--- src/rtl/ccff_loader.sv ---
`timescale 1ns/1ps
`default_nettype none
// +--------------------------------------------------------------------------+
// | Module      : ccff_loader                                                |
// | Description : Serial configuration-chain loader. Accepts bitstream words |
// |               over valid/ready, shifts them LSB-first into the chain     |
// |               head one bit per prog_clk, and assembles the bits leaving  |
// |               the chain tail into readback words.                        |
// | Ports       : prog_clk, pReset_n   - clock, async active-low reset       |
// |               start, abort         - begin a load / return to idle       |
// |               word_data/valid/ready - bitstream word handshake           |
// |               ccff_head, ccff_tail - chain serial in / serial out        |
// |               config_enable        - chain shift qualifier               |
// |               rb_data, rb_valid    - readback word and strobe            |
// |               busy, done           - status                              |
// | Revision    : 1.0 - initial release                                      |
// +--------------------------------------------------------------------------+
module ccff_loader #(
  parameter int WORD_W    = 32,
  parameter int CHAIN_LEN = 1152,
  parameter int CNT_W     = 16
) (
  input  logic              prog_clk,
  input  logic              pReset_n,
  input  logic              start,
  input  logic              abort,
  input  logic [WORD_W-1:0] word_data,
  input  logic              word_valid,
  output logic              word_ready,
  output logic              ccff_head,
  input  logic              ccff_tail,
  output logic              config_enable,
  output logic [WORD_W-1:0] rb_data,
  output logic              rb_valid,
  output logic              busy,
  output logic              done
);

  localparam int BI_W = (WORD_W > 1) ? $clog2(WORD_W) : 1;
  localparam logic [BI_W-1:0]  c_bi_last  = BI_W'(WORD_W - 1);
  localparam logic [CNT_W-1:0] c_tot_last = CNT_W'(CHAIN_LEN - 1);

  typedef enum logic [1:0] {
    S_IDLE  = 2'd0,
    S_LOAD  = 2'd1,
    S_SHIFT = 2'd2,
    S_DONE  = 2'd3
  } state_t;

  state_t            r_state;
  state_t            w_next;
  logic [WORD_W-1:0] r_shreg;
  logic [WORD_W-1:0] r_rbreg;
  logic [WORD_W-1:0] r_rb_data;
  logic [WORD_W-1:0] w_rb_next;
  logic [BI_W-1:0]   r_bi;
  logic [CNT_W-1:0]  r_tot;
  logic              r_rb_valid;
  logic              w_chain_end;
  logic              w_word_end;

  assign w_chain_end = (r_tot == c_tot_last);
  assign w_word_end  = (r_bi == c_bi_last) || w_chain_end;

  // Readback word including the tail bit captured on the current edge, so the
  // completed word can be published on the same edge that finishes it.
  assign w_rb_next = r_rbreg | ({{(WORD_W-1){1'b0}}, ccff_tail} << r_bi);

  always_ff @(posedge prog_clk or negedge pReset_n) begin
    if (!pReset_n) begin
      r_state <= S_IDLE;
    end else begin
      r_state <= w_next;
    end
  end

  always_comb begin
    w_next = r_state;
    case (r_state)
      S_IDLE:  if (start) w_next = S_LOAD;
      S_LOAD:  if (word_valid) w_next = S_SHIFT;
      S_SHIFT: if (w_word_end) w_next = w_chain_end ? S_DONE : S_LOAD;
      S_DONE:  w_next = S_IDLE;
      default: w_next = S_IDLE;
    endcase
    // abort overrides everything, including a coincident start
    if (abort) w_next = S_IDLE;
  end

  always_ff @(posedge prog_clk or negedge pReset_n) begin
    if (!pReset_n) begin
      r_shreg    <= '0;
      r_rbreg    <= '0;
      r_rb_data  <= '0;
      r_bi       <= '0;
      r_tot      <= '0;
      r_rb_valid <= 1'b0;
    end else begin
      r_rb_valid <= 1'b0;
      // An aborted word is dropped silently: no datapath update, no strobe.
      if (!abort) begin
        case (r_state)
          S_IDLE: begin
            if (start) r_tot <= '0;
          end
          S_LOAD: begin
            if (word_valid) begin
              r_shreg <= word_data;
              r_bi    <= '0;
              r_rbreg <= '0;
            end
          end
          S_SHIFT: begin
            r_shreg <= r_shreg >> 1;
            r_rbreg <= w_rb_next;
            r_bi    <= r_bi + BI_W'(1);
            r_tot   <= r_tot + CNT_W'(1);
            if (w_word_end) begin
              // Bits above the last captured one stay 0 because rbreg was
              // cleared when the word was accepted.
              r_rb_data  <= w_rb_next;
              r_rb_valid <= 1'b1;
            end
          end
          default: ;
        endcase
      end
    end
  end

  assign word_ready    = (r_state == S_LOAD);
  assign config_enable = (r_state == S_SHIFT);
  assign ccff_head     = (r_state == S_SHIFT) ? r_shreg[0] : 1'b0;
  assign busy          = (r_state != S_IDLE);
  assign done          = (r_state == S_DONE);
  assign rb_data       = r_rb_data;
  assign rb_valid      = r_rb_valid;

endmodule
`default_nettype wire

--- config.mk ---
export PLATFORM = sky130hd
export DESIGN_NAME = ccff_loader
export DESIGN_NICKNAME = d
export VERILOG_FILES = /design/src/rtl/ccff_loader.sv
export SDC_FILE = /design/constraint.sdc
export NUM_CORES = 1
export LEC_CHECK = 0
export BUFFER_PORTS_ARGS = -buffer_cell sky130_fd_sc_hd__buf_4
export CAP_MARGIN = 20
export CORE_MARGIN = 3
export CORE_UTILIZATION = 36
export DETAILED_ROUTE_END_ITERATION = 10
export GPL_ROUTABILITY_DRIVEN = 0
export GPL_TIMING_DRIVEN = 0
export PLACE_DENSITY = 0.56
export SYNTH_ARGS = -nofsm -noshare
export SYNTH_HDL_FRONTEND = slang
export SYNTH_SLANG_ARGS = --single-unit
--- constraint.sdc ---
create_clock -name prog_clk -period 2.2 [get_ports prog_clk]
set_clock_uncertainty 0.1 [all_clocks]
set_input_delay 0.11 -clock prog_clk [delete_from_list [all_inputs] [get_ports prog_clk]]
set_output_delay 0.11 -clock prog_clk [all_outputs]
set_load 0.1 [all_outputs]
==> impl_metrics.ini, run 1 <==
[outcome]
status = completed

[yosys]
syn-cell-area_um2 = 5695
async_reset_ff_share_pct = 100.0
syn_nets = 621
ys_seq_area_share_pct = 52.72
synthCells = 575
syn_avg_cell_area_um2 = 9.905
ys.flop_type = dfrtp_1
synth_edf_count = 0
yosysUniqueCellTypes = 47
synth_top_family_by_area = simple AND/OR/NAND/NOR gates
yosysWarnings = 0
ys_ff_latch = 120
synth-simple-area-share_pct = 15.60
synth_fa_ha_area_share_pct = 1.757
synth_compound_gate_area_share_pct = 12.61
synth_mux_area_share_pct = 11.82
synth_xor_area_share_pct = 0

[worst_setup_path]
cp.arrival_ns = 1.90
startpoint = r_state[0]
r2r_cells = 7
worstPathMaxFanout = 10
cp-start-kind = flip-flop
crit_end = ccff_head
cp_data_required_time_ns = 1.99
end_kind = output port
rrSetupSlack_ns = 0.12
r2r-start = r_state[1]
timing.rr.end = r_rbreg[12]
criticalPathCategory = reg2out

[timing]
fmax_mhz = 473.7
slew_headroom_pct = 51.14
rsz0062_at_grt = yes
hold_viol_final = 0
setup_violations = 0
tightest_slew_ns = 0.7310
drv_slew = 0
min_period_ns = 2.111
period_share_pct = 95.96
layout_setup_ws_ns = 0.08879

[placement]
portBuffers = 75
dpl.cell_count = 862
dp_hpwl_um = 9675
placed_cell_area_um2 = 6584
dp_slack_ns = -0.5414

[finish]
multiInputGateArea_um2 = 2495
fill_cells = 1444
diodes = 0
final_area_um2 = 7727
syn_to_final_growth_pct = 35.68
seq_area_um2 = 3007
final_common_cell = dfrtp_1
fin_nets = 756
stdcell_count = 934
layout_common_cells = 117 x dfrtp_1, 80 x buf_4, 64 x mux2i_1, 58 x nand2_1, 57 x a21oi_1
layout-drive-gt1-share_pct = 21.99

[route]
drt-vias-per-instance = 4.988
wirelength_met1_um = 6467
via_count = 4659
drtIter0Drc = 179
met3_length_um = 543
drtAntennaViolNets = 0
wl_met2_um = 6724
drc_errors = 0
wl_per_cell_um = 14.84
routed.top_layer = met4
first_pass_iters = 4
wirelength_um = 13860

[clock_network]
path_clk_slew_ns = 0.06
cts-root-buf = clkbuf_16
cts_tree = built
cts_buffer_depth = 2
clk_latency_ns = 0.41
cts.sinks = 120
htree_levels = 4
numCtsBuffers = 17

[global_route]
antenna_found_initial = 0
grt_pass1_vias = 4825
grt_pass1_wl_um = 23750
grt_overflow = 0
grt_use_total_pct = 16.63
grt_max_degree = 83

[die]
rows = 45
die_w_um = 131.8
coreArea_um2 = 15310
initial_core_util_pct = 37.19
die_area_um2 = 17370
die_h_um = 131.8
top_level_ports = 76

[pwr]
p_total_mw = 7.591
max-vdd-ir-drop_uv = 637.0
p_per_area_nw_per_um2 = 982.4
p_leak_nw = 3.757

[worst_hold_path]
holdCritPathClass = in2async

[job]
max_cap_viol_count = 0
-- metal layers --
metal / up-vias / GRT usage (%)
li1: 2252 / -
met2: 104 / 27.02
met1: 2290 / 21.80
met3: 13 / 4.198
met4: 0 / 5.718
met5: - / 0
-- critical path, cell delays in order, from the launching register on --
cell,delay [ns]
dfrtp_2,0.43
inv_2,0.12
ha_4,0.20
clkbuf_8,0.19
clkbuf_8,0.19
and2_2,0.17
buf_8,0.19
-- how the worst min path moves through the flow --
stage,start,endpoint,slack (ns),cells past startpoint
after detailed placement,pReset_n,rb_data[3],-0.05,1
final,pReset_n,rb_data[7],0.08,2
after global routing,pReset_n,rb_data[7],0.11,2
after floorplan,pReset_n,r_bi[0],-0.29,0
after global placement,word_data[31],r_shreg[31],0.25,3
after CTS,pReset_n,rb_data[7],0.08,2
-- state kept, by name (all words and copies together) (netlist names) --
register	flops
r_state	2
rb_data	32
r_shreg	32
rb_valid	1
r_rbreg	32
r_tot	16
r_bi	5
-- cell families (layout without fill, tap and decap cells) --
group,Yosys count,after routing
and+or+nand+nor,175,175
AOI/OAI and AO/OA,128,128
DFF,120,120
buffers and inverters,77,225
muxes,67,67
adders and majority gates,8,8
-- through the flow --
stage	setup TNS, ns	util (%)	hold slack, ns
2_1_floorplan	-0.3836	-	-0.2856
3_3_place_gp	-29.50	42.79	0.2492
3_5_place_dp	-34.68	42.99	-0.05427
4_1_cts	0	49.94	0.07626
5_1_grt	-0.006692	50.46	0.1117
6_report	0	50.46	0.07630
-- Yosys cell counts (9+ instances only) --
master	instances	area share, %
a21oi_1	57	5.0
a31oi_1	17	1.9
buf_1	9	0.59
clkbuf_1	24	1.6
dfrtp_1	120	53
inv_1	40	2.6
mux2i_1	65	11
nand2_1	58	3.8
nand3_1	9	0.79
nor2_1	48	3.2
o21ai_0	40	3.5
-- power breakdown --
part	internal, mW	switching, mW
logic	0.707	1.26
clock network	1.88	0.995
registers	2.54	0.211
-- area by class of cell --
class,instances,area share [%]
clock buffers,22,6.137
multi-input cells,378,32.29
plain buffers,36,2.591
inverters,40,1.943
repair buffers,117,12.87
flip-flops and latches,120,38.91
well taps,211,3.416
clock inverters,10,1.846
-- repair_timing --
| item | CTS | global route |
|---|---|---|
| buffers inserted | 2 | 5 |
| pin swaps | 2 | 1 |
| gates resized for setup | 30 | 11 |
| hold buffers | 34 | 0 |
| endpoints found under the hold margin | 153 | 0 |
| setup endpoints to repair | 119 | 115 |
(Power assumes the default switching activity.)
==> run 2, diff against run 1 <==
- CORE_MARGIN: 3 -> 2
==> run 2 against run 1 <==
  * The flow now finishes with violations (negative setup slack)
  * Combinational power about the same
  * Non-clock buffer count up 5
  * Sequential share of layout area down 0.76 points
  * Clock power up 4%
  * Total power up 1.3%
  * Cell area up 2.1%
  * Worst setup slack worse by 0.13 ns
==> impl_metrics.ini, run 2 (synthesis results as in run 1) <==
[outcome]
status = finished, violations left
violations = negative setup slack

[job]
max_cap_viol_count = 0

[route]
first_pass_iters = 4
wirelength_um = 14020
drtAntennaViolNets = 0
drtIter0Drc = 247
drt-vias-per-instance = 4.978
wl_per_cell_um = 14.93
drc_errors = 0
via_count = 4674

[clock_network]
cts_buffer_depth = 2
cts.sinks = 120
numCtsBuffers = 17
cts_tree = built
clk_latency_ns = 0.42
htree_levels = 4
path_clk_slew_ns = 0.06
cts-root-buf = clkbuf_16

[finish]
diodes = 0
final_util_pct = 51.51
fin_nets = 761
final_area_um2 = 7889
layout_common_cells = 115 x dfrtp_1, 82 x buf_4, 63 x mux2i_1, 58 x nand2_1, 57 x a21oi_1
stdcell_count = 939
final_common_cell = dfrtp_1
layout-drive-gt1-share_pct = 23.76
syn_to_final_growth_pct = 38.51

[die]
die_h_um = 129.8
coreArea_um2 = 15310
rows = 45
initial_core_util_pct = 37.19
die_w_um = 129.8
die_area_um2 = 16840
top_level_ports = 76

[placement]
dpl.cell_count = 862
placed_cell_area_um2 = 6584
portBuffers = 75
dp_hpwl_um = 9366

[global_route]
grt_overflow = 0
grt_max_degree = 99
grt_pass1_wl_um = 22470
grt_pass1_vias = 4597
antenna_found_initial = 0
grt_use_total_pct = 17.17

[timing]
slew_headroom_pct = 48.04
min_period_ns = 2.238
rsz0062_at_grt = yes
fmax_mhz = 446.9
period_share_pct = 101.7
drv_slew = 0
whs_ns = 0.01103
hold_viol_final = 0
tightest_slew_ns = 0.7773
layout_setup_ws_ns = -0.03785
setup_violations = 25

[worst_setup_path]
criticalPathCategory = reg2reg
worstPathMaxFanout = 8
end_kind = flip-flop
cp-start-kind = flip-flop
cp.arrival_ns = 2.44
cp_data_required_time_ns = 2.40

[pwr]
p_leak_nw = 3.837
max-vdd-ir-drop_uv = 568.3
p_per_area_nw_per_um2 = 974.5
p_total_mw = 7.688

[worst_hold_path]
holdCritPathClass = in2async
## run 2: cell types whose count changed in the layout (fill, tap and decap cells not counted), sizes merged
cell | previous run | this run
buf | 96 | 99
inv | 41 | 43
bufinv | 3 | 4
clkinvlp | 1 | 2
clkbuf | 45 | 43
## run 2: routing by layer
layer / global-route usage (%) / wire length (um) / up-vias / share of wire [%]
met2: 28.15 / 6638 / 94 / 47
met1: 22.11 / 6556 / 2284 / 47
li1: - / - / 2271 / -
met3: 4.592 / 538 / 25 / 3.8
met4: 5.882 / 288 / 0 / 2.1
met5: 0 / 0 / - / 0
## run 2: report_power, final
group / switching, mW / internal (mW)
sequential: 0.210 / 2.55
clock: 1.05 / 1.93
combinational: 1.24 / 0.708
total: 2.50 / 5.18
## run 2: through the flow
step / TNS, ns / worst slack, ns
after floorplan: -0.3836 / -0.08464
after global placement: -30.76 / -0.4685
after detailed placement: -36.58 / -0.5677
after CTS: 0 / 0.002360
after global routing: -3.092 / -0.1160
final: -0.3702 / -0.03785
## run 2: worst max-delay path: stages (launching register included)
cell	delay, ns
dfrtp_1	0.42
ha_4	0.19
or4bb_4	0.48
nor4_4	0.39
o21ai_4	0.09
buf_12	0.17
buf_8	0.14
mux2i_2	0.14
## run 2: repair_timing
item	4_1_cts	5_1_grt
resized for setup	34	18
cloned	0	3
hold buffers	34	0
pin swaps	2	5
setup endpoints to repair	120	100
hold endpoints to repair	153	0
buffers inserted	4	6
## run 2: area by class of cell
class | count | area, um2
fill | 1437 | 7426
sequential | 120 | 3009
multi-input combinational | 378 | 2504
timing repair buffer | 123 | 1110
clock buffer | 18 | 439.2
tap | 211 | 264.0
buffer | 35 | 219.0
clock inverter | 14 | 193.9
inverter | 40 | 150.1
## run 2: worst paths after layout
kind	from	to	slack, ns	cells after the start
min reg2reg	r_shreg[0]	r_shreg[0]	0.38	2
min in group prog_clk	start	r_tot[15]	0.06	3
min	pReset_n	rb_data[2]	0.01	2
max	r_tot[1]	rb_data[24]	-0.04	7
max reg2reg	r_tot[1]	rb_data[24]	-0.04	7
max in group asynchronous	pReset_n	r_tot[0]	1.22	3
==> run 3, diff against run 2 <==
- SKIP_CTS_REPAIR_TIMING: unset -> 1
==> run 3 against run 2 <==
  * The flow now finishes without violations
  * Clock-buffer cell count stayed put
  * Sequential power hardly changed
  * Worst setup slack better by 0.13 ns
  * Non-clock buffer count is 6 lower
  * Critical path type unchanged
  * Largest cell class unchanged
  * Largest power group unchanged
==> impl_metrics.ini, run 3 (synthesis results as in run 1) <==
[clock_network]
path_clk_slew_ns = 0.06
clk_latency_ns = 0.41
cts.sinks = 120
htree_levels = 4
numCtsBuffers = 17
cts-root-buf = clkbuf_16
cts_buffer_depth = 2
cts_tree = built

[worst_setup_path]
startpoint = r_tot[1]
timing.rr.end = r_state[1]
crit_slowest_cell = or4bb_4
crit_chain = ha_4 > or4bb_4 > nor4_4 > buf_4 > buf_4 > inv_1 > a221oi_2
cp_data_required_time_ns = 2.42
cp-start-kind = flip-flop
max_stage_delay_ns = 0.54
r2r-start = r_tot[1]
crit_end = r_state[1]
cp.arrival_ns = 2.32
rrSetupSlack_ns = 0.09
criticalPathCategory = reg2reg
r2r_cells = 7
path_common_cell = buf_4
worstPathMaxFanout = 4
end_kind = flip-flop

[pwr]
p_leak_nw = 3.762
p_per_area_nw_per_um2 = 988.5
max-vdd-ir-drop_uv = 567.1

[timing]
drv_slew = 0
min_period_ns = 2.106
slew_headroom_pct = 49.48
tightest_slew_ns = 0.7558
whs_ns = 0.01661
period_share_pct = 95.74
layout_setup_ws_ns = 0.09367
setup_violations = 0
fmax_mhz = 474.8
hold_viol_final = 0

[route]
drc_errors = 0
met3_length_um = 582
drt-vias-per-instance = 4.972
drtIter0Drc = 266
via_count = 4639
first_pass_iters = 4
wirelength_um = 13730
wirelength_met1_um = 6323
wl_met2_um = 6685
drtAntennaViolNets = 0
routed.top_layer = met4
wl_per_cell_um = 14.72

[placement]
dp_hpwl_um = 9366
dp_slack_ns = -0.5677
portBuffers = 75

[outcome]
status = completed

[die]
rows = 45
coreArea_um2 = 15310
initial_core_util_pct = 37.19
top_level_ports = 76
die_h_um = 129.8
die_area_um2 = 16840
die_w_um = 129.8

[finish]
layout_common_cells = 116 x dfrtp_1, 81 x buf_4, 64 x mux2i_1, 58 x nand2_1, 57 x a21oi_1
layout-drive-gt1-share_pct = 22.85
final_common_cell = dfrtp_1
syn_to_final_growth_pct = 35.98
fill_cells = 1469
diodes = 0
fin_nets = 755

[global_route]
grt_overflow = 0
grt_max_degree = 99
grt_pass1_vias = 4468
antenna_found_initial = 0
grt_pass1_wl_um = 22160
grt_use_total_pct = 17.01

[job]
max_cap_viol_count = 0

[worst_hold_path]
holdCritPathClass = in2async
-- run 3: cell types whose count changed in the layout (fill, tap and decap cells not counted), moves of 2 or more --
cell	before	now
buf_12	4	0
buf_6	1	6
clkbuf_16	20	17
clkbuf_4	3	1
clkbuf_8	3	1
-- run 3: power by group --
| part | switching [mW] | internal (mW) |
|---|---|---|
| Combinational | 1.24 | 0.690 |
| Clock | 1.04 | 1.93 |
| Sequential | 0.211 | 2.55 |
| Total | 2.49 | 5.17 |
-- run 3: per-layer routing --
| layer | track usage, % | vias to the layer above |
|---|---|---|
| li1 | - | 2262 |
| met1 | 22.36 | 2264 |
| met2 | 26.95 | 101 |
| met3 | 4.879 | 12 |
| met4 | 6.135 | 0 |
| met5 | 0 | - |
-- run 3: how the worst min path moves through the flow --
stage	startpoint	end	slack (ns)	depth (start not counted)
detailed placement	pReset_n	rb_data[3]	-0.11	1
global route	pReset_n	rb_data[2]	0.02	2
CTS	pReset_n	rb_data[2]	-0.56	1
global placement	word_data[31]	r_shreg[31]	0.25	3
floorplan	pReset_n	r_bi[0]	-0.29	0
finish	pReset_n	rb_data[2]	0.02	2
-- run 3: worst max-delay path: cells and delay by family, from the launching register on --
kind | cells | cell delay (ns)
simple gates | 2 | 0.78
compound gates | 1 | 0.23
fa+ha+maj | 1 | 0.18
buf+inv | 3 | 0.31
flops | 1 | 0.41
-- run 3: layout make-up --
| type | instances | area (um2) | area share (%) |
|---|---|---|---|
| clock buffer | 18 | 439.2 | 5.670 |
| inverter | 40 | 150.1 | 1.939 |
| multi-input combinational | 378 | 2506 | 32.36 |
| buffer | 35 | 188.9 | 2.439 |
| clock inverter | 14 | 193.9 | 2.504 |
| timing repair buffer | 117 | 994.7 | 12.84 |
| sequential | 120 | 3008 | 38.84 |
| tap | 211 | 264.0 | 3.409 |
-- run 3: metrics by stage --
| step | util [%] | total power, mW | std cells | cell area [um2] | TNS (ns) |
|---|---|---|---|---|---|
| after floorplan | - | 3.993 | 575 | 5725 | -0.3836 |
| final | 50.57 | 7.656 | 933 | 7745 | 0 |
| after detailed placement | 42.99 | 4.524 | 862 | 6584 | -36.58 |
| after global placement | 42.79 | 4.448 | 861 | 6553 | -30.76 |
| after global routing | 50.57 | 8.079 | 933 | 7745 | -0.01792 |
| after CTS | 47.12 | 7.521 | 894 | 7217 | -39.74 |
